### src/rtl/fmult_accum_seq.sv
// -----------------------------------------------------------------------------
// fmult_accum_seq
// Sequencer for the ADPCM pole/zero predictor. On a request it steps through
// NZ zero taps (b_k x dq_k) and, when enabled, NP pole taps (a_k x sr_k),
// presenting one operand pair per cycle to an external FMULT. The returned
// products are summed modulo 2^16. sez is taken after the last zero tap and
// se after the last enabled tap.
//
// Ports
//   clk      rising-edge clock
//   reset    asynchronous active-low reset
//   start    request; sampled only in IDLE or FIN
//   pole_en  sampled with start; 1 = include pole taps
//   b_flat   zero coefficients, tap k at [16k+15:16k]
//   dq_flat  quantised differences, tap k at [11k+10:11k]
//   a_flat   pole coefficients, tap k at [16k+15:16k]
//   sr_flat  reconstructed signals, tap k at [11k+10:11k]
//   mul_a    coefficient operand to FMULT (0 when no tap is issued)
//   mul_b    signal operand to FMULT (0 when no tap is issued)
//   mul_w    product from FMULT, MULT_LAT cycles after its operands
//   busy     request in progress
//   done     one-cycle pulse; sez/se valid
//   sez      acc[15:1] after the last zero tap
//   se       acc[15:1] after the last enabled tap
// -----------------------------------------------------------------------------
module fmult_accum_seq #(
  parameter int NZ       = 6,
  parameter int NP       = 2,
  parameter int MULT_LAT = 1
) (
  input  logic              clk,
  input  logic              reset,
  input  logic              start,
  input  logic              pole_en,
  input  logic [16*NZ-1:0]  b_flat,
  input  logic [11*NZ-1:0]  dq_flat,
  input  logic [16*NP-1:0]  a_flat,
  input  logic [11*NP-1:0]  sr_flat,
  output logic [15:0]       mul_a,
  output logic [10:0]       mul_b,
  input  logic [15:0]       mul_w,
  output logic              busy,
  output logic              done,
  output logic [14:0]       sez,
  output logic [14:0]       se
);

  // Wide enough for any tap index, tap count or drain count in one request.
  localparam int CW = $clog2(NZ + NP + MULT_LAT + 1);

  typedef enum logic [1:0] {IDLE, ISSUE, DRAIN, FIN} state_t;

  state_t          state_q, state_d;
  logic [CW-1:0]   cnt_q;      // index of the next tap to issue
  logic [CW-1:0]   n_taps_q;   // taps in the current request
  logic [15:0]     acc_q;
  logic [15:0]     acc_next;

  // Stage 0 travels with the operands; stage MULT_LAT lines up with mul_w.
  logic [MULT_LAT:0] v_pipe, lz_pipe, l_pipe;

  logic            accept, issue_more, drive, fin_now, add_now;
  logic [CW-1:0]   sel_idx, sel_n;
  logic [15:0]     tap_a;
  logic [10:0]     tap_b;
  logic            tap_lz, tap_l;

  // NOTE: every signal assigned in a combinational block gets a default at the
  // top, so no path leaves it unassigned and no latch is inferred.
  always_comb begin
    accept     = start && (state_q == IDLE || state_q == FIN);
    issue_more = (state_q == ISSUE) && (cnt_q < n_taps_q);
    drive      = accept || issue_more;

    // On the accept edge the tap count is not registered yet, so derive it
    // directly from pole_en for tap 0's "last" flag.
    sel_idx = accept ? '0 : cnt_q;
    sel_n   = accept ? (pole_en ? CW'(NZ + NP) : CW'(NZ)) : n_taps_q;

    tap_a = '0;
    tap_b = '0;
    for (int k = 0; k < NZ; k++) begin
      if (sel_idx == CW'(k)) begin
        tap_a = b_flat[16*k +: 16];
        tap_b = dq_flat[11*k +: 11];
      end
    end
    for (int k = 0; k < NP; k++) begin
      if (sel_idx == CW'(NZ + k)) begin
        tap_a = a_flat[16*k +: 16];
        tap_b = sr_flat[11*k +: 11];
      end
    end
    tap_lz = (sel_idx == CW'(NZ - 1));
    tap_l  = (sel_idx == sel_n - CW'(1));

    add_now  = v_pipe[MULT_LAT];
    fin_now  = v_pipe[MULT_LAT] && l_pipe[MULT_LAT];
    acc_next = acc_q + mul_w;   // modulo 2^16, no saturation
  end

  // Next-state logic. With MULT_LAT=0 the last product lands on the same edge
  // that would leave ISSUE, so FIN wins and DRAIN is never visited.
  always_comb begin
    state_d = state_q;
    unique case (state_q)
      IDLE, FIN: state_d = accept ? ISSUE : IDLE;
      ISSUE: begin
        if (fin_now)          state_d = FIN;
        else if (!issue_more) state_d = DRAIN;
      end
      DRAIN:     if (fin_now) state_d = FIN;
      default:   state_d = IDLE;
    endcase
  end

  // NOTE: sequential state is assigned only with non-blocking (<=) so every
  // flop samples pre-edge values regardless of statement order.
  always_ff @(posedge clk or negedge reset) begin
    if (!reset) begin
      state_q  <= IDLE;
      cnt_q    <= '0;
      n_taps_q <= '0;
      busy     <= 1'b0;
      done     <= 1'b0;
    end else begin
      state_q <= state_d;
      done    <= fin_now;
      if (accept) begin
        n_taps_q <= sel_n;
        cnt_q    <= CW'(1);
        busy     <= 1'b1;
      end else begin
        if (issue_more) cnt_q <= cnt_q + CW'(1);
        if (fin_now)    busy  <= 1'b0;
      end
    end
  end

  // Operand register plus the flag pipeline that follows each tap to FMULT.
  always_ff @(posedge clk or negedge reset) begin
    if (!reset) begin
      mul_a   <= '0;
      mul_b   <= '0;
      v_pipe  <= '0;
      lz_pipe <= '0;
      l_pipe  <= '0;
    end else begin
      if (drive) begin
        mul_a      <= tap_a;
        mul_b      <= tap_b;
        v_pipe[0]  <= 1'b1;
        lz_pipe[0] <= tap_lz;
        l_pipe[0]  <= tap_l;
      end else begin
        mul_a      <= '0;
        mul_b      <= '0;
        v_pipe[0]  <= 1'b0;
        lz_pipe[0] <= 1'b0;
        l_pipe[0]  <= 1'b0;
      end
      for (int j = 1; j <= MULT_LAT; j++) begin
        v_pipe[j]  <= v_pipe[j-1];
        lz_pipe[j] <= lz_pipe[j-1];
        l_pipe[j]  <= l_pipe[j-1];
      end
    end
  end

  // Accumulator and result registers. sez/se keep their last values across
  // accepts and are only rewritten by the load edges of the next request.
  always_ff @(posedge clk or negedge reset) begin
    if (!reset) begin
      acc_q <= '0;
      sez   <= '0;
      se    <= '0;
    end else begin
      if (accept)       acc_q <= '0;
      else if (add_now) acc_q <= acc_next;
      if (add_now && lz_pipe[MULT_LAT]) sez <= acc_next[15:1];
      if (fin_now)                      se  <= acc_next[15:1];
    end
  end

endmodule

### config.mk
export PLATFORM = sky130hd
export DESIGN_NAME = fmult_accum_seq
export DESIGN_NICKNAME = d
export VERILOG_FILES = /design/src/rtl/fmult_accum_seq.sv
export SDC_FILE = /design/constraint.sdc
export NUM_CORES = 1
export LEC_CHECK = 0
export BUFFER_PORTS_ARGS = -buffer_cell sky130_fd_sc_hd__buf_4
export CAP_MARGIN = 10
export CORE_MARGIN = 2
export CORE_UTILIZATION = 46
export CTS_CLUSTER_SIZE = 24
export DETAILED_ROUTE_END_ITERATION = 8
export GPL_TIMING_DRIVEN = 0
export PLACE_DENSITY_LB_ADDON = 0.12
export SYNTH_ARGS = -nofsm -noshare
export SYNTH_HDL_FRONTEND = slang
export SYNTH_SLANG_ARGS = --single-unit
### constraint.sdc
create_clock -name clk -period 2.8 [get_ports clk]
set_input_delay 0.28 -clock clk [delete_from_list [all_inputs] [get_ports clk]]
set_output_delay 0.28 -clock clk [all_outputs]
set_load 0.01 [all_outputs]
**Word level (Yosys, flattened, before mapping)**

Index checks and enable logic that the tools add are counted.

- $add $sub $neg: 3
- $lt $le $gt $ge: 1
- Eq/ne operators: 13
- Mux-type cells: 35
- Reduce and logical (&&, ||, !) cells: 13

Operator list:

| cell | number |
|---|---|
| 16-bit two-way mux | 11 |
| 11-bit two-way mux | 9 |
| 4-bit two-way mux | 5 |
| 16-bit adder | 1 |
| 4-bit by 3-bit equality test with 1-bit output (second input constant) | 4 |
| 4-bit by 2-bit equality test with 1-bit output (second input constant) | 2 |
| 1-bit two-way mux | 6 |
| 2-bit two-way mux | 3 |
| 2-bit one-hot mux with 3 select lines | 1 |
| 2-bit nonzero test | 3 |
| 4-bit by 1-bit adder with 4-bit output (second input constant) | 1 |
| 2-bit equality test (second input constant) | 2 |
| 4-bit by 1-bit equality test with 1-bit output (second input constant) | 1 |
| 4-bit equality test | 1 |
| 1-bit logical AND | 4 |
| 4-bit logical NOT | 1 |
| 4-bit less-than comparator | 1 |
| 4-bit by 1-bit subtractor with 4-bit output (second input constant) | 1 |
| 3-bit != test (second input constant) | 1 |
| 2-bit by 1-bit equality test with 1-bit output (second input constant) | 1 |
| 2-bit logical NOT | 1 |
| 1-bit logical OR | 2 |
| 2-bit != test (second input constant) | 1 |
| 2-bit AND reduction | 1 |
| 2-bit OR reduction | 1 |

- Register bits after elaboration: 91
- Bits of input ports: 236
- Output and inout port bits: 59
- Logic and storage cells: 78

**Depth between registers and ports, before layout**

- Depth after elaboration: 14
- Gate-level depth with buffers: 11
- Gate-level depth less buffers: 11

**Worst setup path after synthesis**

No wires, ideal clock.

- Path type: register to register
- From: register state_q[0]
- To: register l_pipe[0]
- Setup time: 0.067 ns
- Data arrival time: 2.345 ns
- Required time: 2.733 ns
- Setup slack: 0.388 ns
- Cell stages (with the launch flop): 12
- Path buffers: 1
- Period minus slack after synthesis: 2.412 ns
- Path through: dfrtp_1 > inv_1 > ha_1 > nand2_2 > clkbuf_1 > and2_1 > inv_1 > ha_1 > xor2_1 > o21ai_0 > a2111oi_0 > and3_1

- Longest elaborated chain between the ends: 7
- Elaborated cells on any way between the ends: 12
- Classes of those cells: add/sub (1); eq/ne (3); mux (3); reduce/logical (5)

RTL lines:

| item | line | text |
|---|---|---|
| start, declared | 53 | `state_t state_q, state_d;` |
| start signal, assigned | 127 | `state_q <= state_d;` |
| 2-bit equality test or 2-bit logical NOT (tied branches) | 71 | `accept = start && (state_q == IDLE \|\| state_q == FIN);` |
| 1-bit logical OR | 71 |  |
| 1-bit logical AND | 71 |  |
| 4-bit two-way mux | 78 | `sel_n = accept ? (pole_en ? CW'(NZ + NP) : CW'(NZ)) : n_taps_q;` |
| 4-bit by 1-bit subtractor with 4-bit output | 95 | `tap_l = (sel_idx == sel_n - CW'(1));` |
| 4-bit equality test | 95 |  |
| 1-bit two-way mux (*) | 149 | `if (drive) begin` |
| end signal, assigned | 154 | `l_pipe[0] <= tap_l;` |
| end signal, assigned by index | 165 | `l_pipe[j] <= l_pipe[j-1];` |
| end, declared | 60 | `logic [MULT_LAT:0] v_pipe, lz_pipe, l_pipe;` |

Mark *: on every way between the ends. The rest lies on a longest branch, timed or not.
A chain may end at the register's enable or synchronous reset.

**Worst setup path after layout**

- From: register state_q[0]
- To: register mul_a[9]

- Longest elaborated chain between the ends: 14
- Elaborated cells on any way between the ends: 25
- Classes of those cells: eq/ne (9); mux (10); reduce/logical (6)

RTL lines:

| item | line | text |
|---|---|---|
| 2-bit equality test or 2-bit logical NOT (tied branches) | 71 |  |
| 1-bit logical OR | 71 |  |
| 1-bit logical AND | 71 |  |
| 4-bit two-way mux | 77 | `sel_idx = accept ? '0 : cnt_q;` |
| 4-bit logical NOT | 83 | `if (sel_idx == CW'(k)) begin` |
| 16-bit two-way mux (6 in series) | 83 |  |
| 16-bit two-way mux (2 in series) | 89 | `if (sel_idx == CW'(NZ + k)) begin` |
| 16-bit two-way mux (*) | 149 |  |
| end signal, assigned | 150 | `mul_a <= tap_a;` |
| end, declared | 39 | `output logic [15:0] mul_a,` |

Marked as above.

==> run summary <==
TIMING
------------------------------------------------------------------------------------
Period utilisation layout                                                      96.0%
Layout Skew                                                               0.00650 ns
Highest clock frequency the design can meet                                0.372 GHz
Max-slew headroom at the worst pin                                             48.3%
Hold violation total from the final report                                         0
Transition time at the pin with the least slew margin                       0.772 ns
Final Max Slew Viols                                                               0
Unrepaired setup endpoints after global routing                                false
Setup TNS                                                                       0 ns
Setup-violating endpoint count in the final report                                 0
Final critical delay including setup and external delays                     2.69 ns

SETUP PATH
------------------------------------------------------------------------------------
Cells on worst reg2reg path                                                        9
Worst Path Class, Setup                                                      reg2reg
Most numerous cell on the critical path                                 sky130_fd_sc_hd__buf_6
Kind of start point of the critical path                                   flip-flop
Worst Path Max Fanout                                                             10
Capture point of the worst path                                             mul_a[9]
Worst R2R Start                                                           state_q[0]
Setup crit start                                                          state_q[0]
CP peak stage delay                                                          0.53 ns
Crit path DAT                                                                2.91 ns
Critical Path RT                                                             3.03 ns
Cells along the critical path                                           inv_1, ha_1, and2_4, buf_6, nor4_4, buf_6, a222oi_1, a21o_1, a311oi_2
Cell at the slowest stage of the critical path                          sky130_fd_sc_hd__nor4_4
Flop-to-flop setup slack                                                     0.11 ns
Critical path endpoint category                                            flip-flop
Endpoint of the worst-slack reg-to-reg timing path                          mul_a[9]

PLACE
------------------------------------------------------------------------------------
Final weighted congestion in routability-driven placement                      0.979
DPL Wire Length                                                              16.8 mm
Number of buffers inserted by port buffering                                     294

DETAILED ROUTING
------------------------------------------------------------------------------------
Routed wire length per instance                                              20.7 um
Total length of routed wires                                                 21.2 mm
Drc violations                                                                     0
First-pass iteration count of the detailed router                                  5
Routed Antenna Nets                                                                0
Total number of vias                                                            6084
Vias per cell                                                                   5.96
DRC marker count from the first detailed-route iteration                         601

LOGIC SYNTHESIS
------------------------------------------------------------------------------------
Share of the synthesized area in the top cell type                             40.7%
Synth cell types                                                                  67
Area of the mapped netlist                                                 5600 um^2
Cells after Synth                                                                560
Fraction of synthesized area in multiplexers                                   4.60%
Biggest area consumer among synthesized cells                           sky130_fd_sc_hd__dfrtp_1
Top FF cell, synth                                                      sky130_fd_sc_hd__dfrtp_1
Largest family of logic cells by synthesized area                       compound AO/OA/AOI/OAI gates
Syn_nets                                                                         819
EDFF count, synth                                                                  0
Synthesized area per cell                                                  10.0 um^2
Most common cell in the netlist                                         sky130_fd_sc_hd__dfrtp_1
Simple-gate share of the synthesized area                                      13.0%
Yosys warning total                                                                0
Leading post-synthesis cells by cell area                               sky130_fd_sc_hd__dfrtp_1, sky130_fd_sc_hd__ha_1, sky130_fd_sc_hd__a22oi_1, sky130_fd_sc_hd__a222oi_1, sky130_fd_sc_hd__mux2_2
Compound-Gate Fraction of Synth Area                                           28.9%
Synth Register Bits                                                               91
Register area share after synthesis                                            40.7%
Most frequent cells after synthesis                                     sky130_fd_sc_hd__dfrtp_1, sky130_fd_sc_hd__nand2_1, sky130_fd_sc_hd__nor2_1
Parity-gate share of the synthesized area counting xor and xnor cells          2.59%
Async set-reset flop share out of synthesis                                     100%
Adder-Cell Fraction of Synth Area                                              5.27%

FLOORPLAN
------------------------------------------------------------------------------------
Vert. Die Dim                                                                 114 um
Effective utilization at floorplan                                             46.8%
Die X-Extent                                                                  114 um
Top Ports                                                                        295
Die area                                                                  13100 um^2
Row count                                                                         40
Standard cell core area                                                   12000 um^2

GRT
------------------------------------------------------------------------------------
Aggregate global-route resource usage                                          31.6%
Sum of overflow across all layers after global routing                             0
Pin count of the biggest net entering global routing                              92
Number of antenna violations at the first check in global routing                  0
Global-route wire length before repair                                       32.0 mm
Number of global-route vias before repair                                       6110

FINISH
------------------------------------------------------------------------------------
Antenna Cells                                                                      0
Final-layout fill cell count                                                     923
Ratio of cells with drive above 1 in the final layout                          41.5%
NumNets Final                                                                   1127
Area overhead of the layout relative to synthesis                              49.9%

POWER
------------------------------------------------------------------------------------
Worst-case vdd ir drop                                                    0.000626 V
Leakage power summed over all cells                                          4.13 nW
Pwr Density                                                              949 nW/um^2
Total design power                                                         0.00797 W

CLOCKING
------------------------------------------------------------------------------------
Cell at the root of the clock tree                                      sky130_fd_sc_hd__clkbuf_16
Reg clk slew, reported paths                                                 0.07 ns
CTS H-Tree Depth                                                                   3
Number of clock buffers inserted by TritonCTS                                      9
Buffer levels on the longest clock path                                            2
Skew-Pair Late Insertion Delay                                               0.34 ns
Clock tree from TritonCTS                                                      built
CTS Sinks                                                                         91

WORST HOLD PATH
------------------------------------------------------------------------------------
Class of the most critical hold timing path                                   in2reg
Beginning of the worst hold path                                             pole_en

STATUS
------------------------------------------------------------------------------------
Status                                                                  finished clean

JOB
------------------------------------------------------------------------------------
Count of max-cap constraint violations                                             0

area by class of cell:
type                            instances  area (um^2)  share of cell area, %
Multi-Input combinational cell        410         3060                   36.5
Sequential cell                        91         2280                   27.1
Timing Repair Buffer                  297         2250                   26.8
Clock buffer                           10          239                   2.85
Buffer                                 39          214                   2.55
Tap cell                              147          184                   2.19
Clock inverter                          6         88.8                   1.06
Inverter                               20         75.1                  0.895
cell families (layout without fill, tap and decap cells):
group,after synthesis,count (layout)
xor+xnor,15,15
simple gates,137,137
flops,91,91
fa+ha+maj,23,23
buf+inv,59,372
compound gates,211,211
mux,24,24
cells in the final DEF (no fill, tap or decap), types with 10 or more instances in the layout:
cell | netlist | layout
sky130_fd_sc_hd__a21o_1 | 19 | 19
sky130_fd_sc_hd__a21oi_1 | 19 | 19
sky130_fd_sc_hd__a221oi_1 | 15 | 15
sky130_fd_sc_hd__a222oi_1 | 16 | 16
sky130_fd_sc_hd__a22o_1 | 15 | 15
sky130_fd_sc_hd__a22oi_1 | 35 | 35
sky130_fd_sc_hd__a311oi_1 | 12 | 10
sky130_fd_sc_hd__a31oi_1 | 12 | 12
sky130_fd_sc_hd__buf_4 | 5 | 300
sky130_fd_sc_hd__clkbuf_1 | 20 | 19
sky130_fd_sc_hd__dfrtp_1 | 91 | 91
sky130_fd_sc_hd__ha_1 | 22 | 22
sky130_fd_sc_hd__inv_1 | 18 | 18
sky130_fd_sc_hd__mux2_2 | 14 | 14
sky130_fd_sc_hd__mux2i_1 | 10 | 10
sky130_fd_sc_hd__nand2_1 | 40 | 40
sky130_fd_sc_hd__nor2_1 | 39 | 38
sky130_fd_sc_hd__o21ai_0 | 16 | 16
sky130_fd_sc_hd__o22ai_1 | 12 | 12
sky130_fd_sc_hd__xnor2_1 | 10 | 10
state kept, by name (all words and copies together) (netlist names):
register	cells
acc_q	16
mul_a	16
se	15
sez	15
mul_b	11
cnt_q	4
n_taps_q	4
l_pipe	2
lz_pipe	2
state_q	2
v_pipe	2
busy	1
done	1
power breakdown:
group	switching (W)	internal [W]	total [W]	leakage, nW
combinational	0.00255	0.00210	0.00465	2.85
clock	0.000532	0.000807	0.00134	0.155
sequential	0.000216	0.00176	0.00198	1.13
worst min path at each step:
stage                   to  cells after the start
5_1_grt        n_taps_q[3]                      3
3_5_place_dp    lz_pipe[1]                      0
6_report       n_taps_q[3]                      3
2_1_floorplan     acc_q[0]                      0
3_3_place_gp    lz_pipe[1]                      0
4_1_cts        n_taps_q[3]                      3
critical path, delay by kind of cell, from the launching register on:
family	cells	cell delay, ns
AND/OR/NAND/NOR	2	0.70
AO/OA/AOI/OAI	3	0.68
buffers and inverters	3	0.43
flip-flops	1	0.39
adder cells (fa/ha/maj)	1	0.36
repair_timing:
action,4_1_cts,5_1_grt
pin swaps,0,2
endpoints found under the setup margin,14,9
buffers inserted,0,1
hold buffers,0,1
resized for setup,3,6
endpoints found under the hold margin,0,29
metrics by stage:
step	hold slack, ns	util (%)	cell area [um^2]	setup WS (ns)	cells
2_1_floorplan	-0.0156	-	5600	0.388	560
3_3_place_gp	0.337	66.8	7990	-0.129	1001
3_5_place_dp	0.338	66.8	7990	-0.211	1001
4_1_cts	0.164	69.6	8320	0.0160	1017
5_1_grt	0.210	70.2	8390	0.00655	1020
6_report	0.170	70.2	8390	0.113	1020
routing by layer:
| layer | global-route usage, % | routed length, um | up-vias |
|---|---|---|---|
| met2 | 56.7 | 11000 | 300 |
| met4 | 10.5 | 448 | 0 |
| met5 | 0 | 0 | - |
| li1 | - | - | 2800 |
| met3 | 3.44 | 1190 | 36 |
| met1 | 39.8 | 8490 | 2948 |
(Power assumes the default switching activity.)
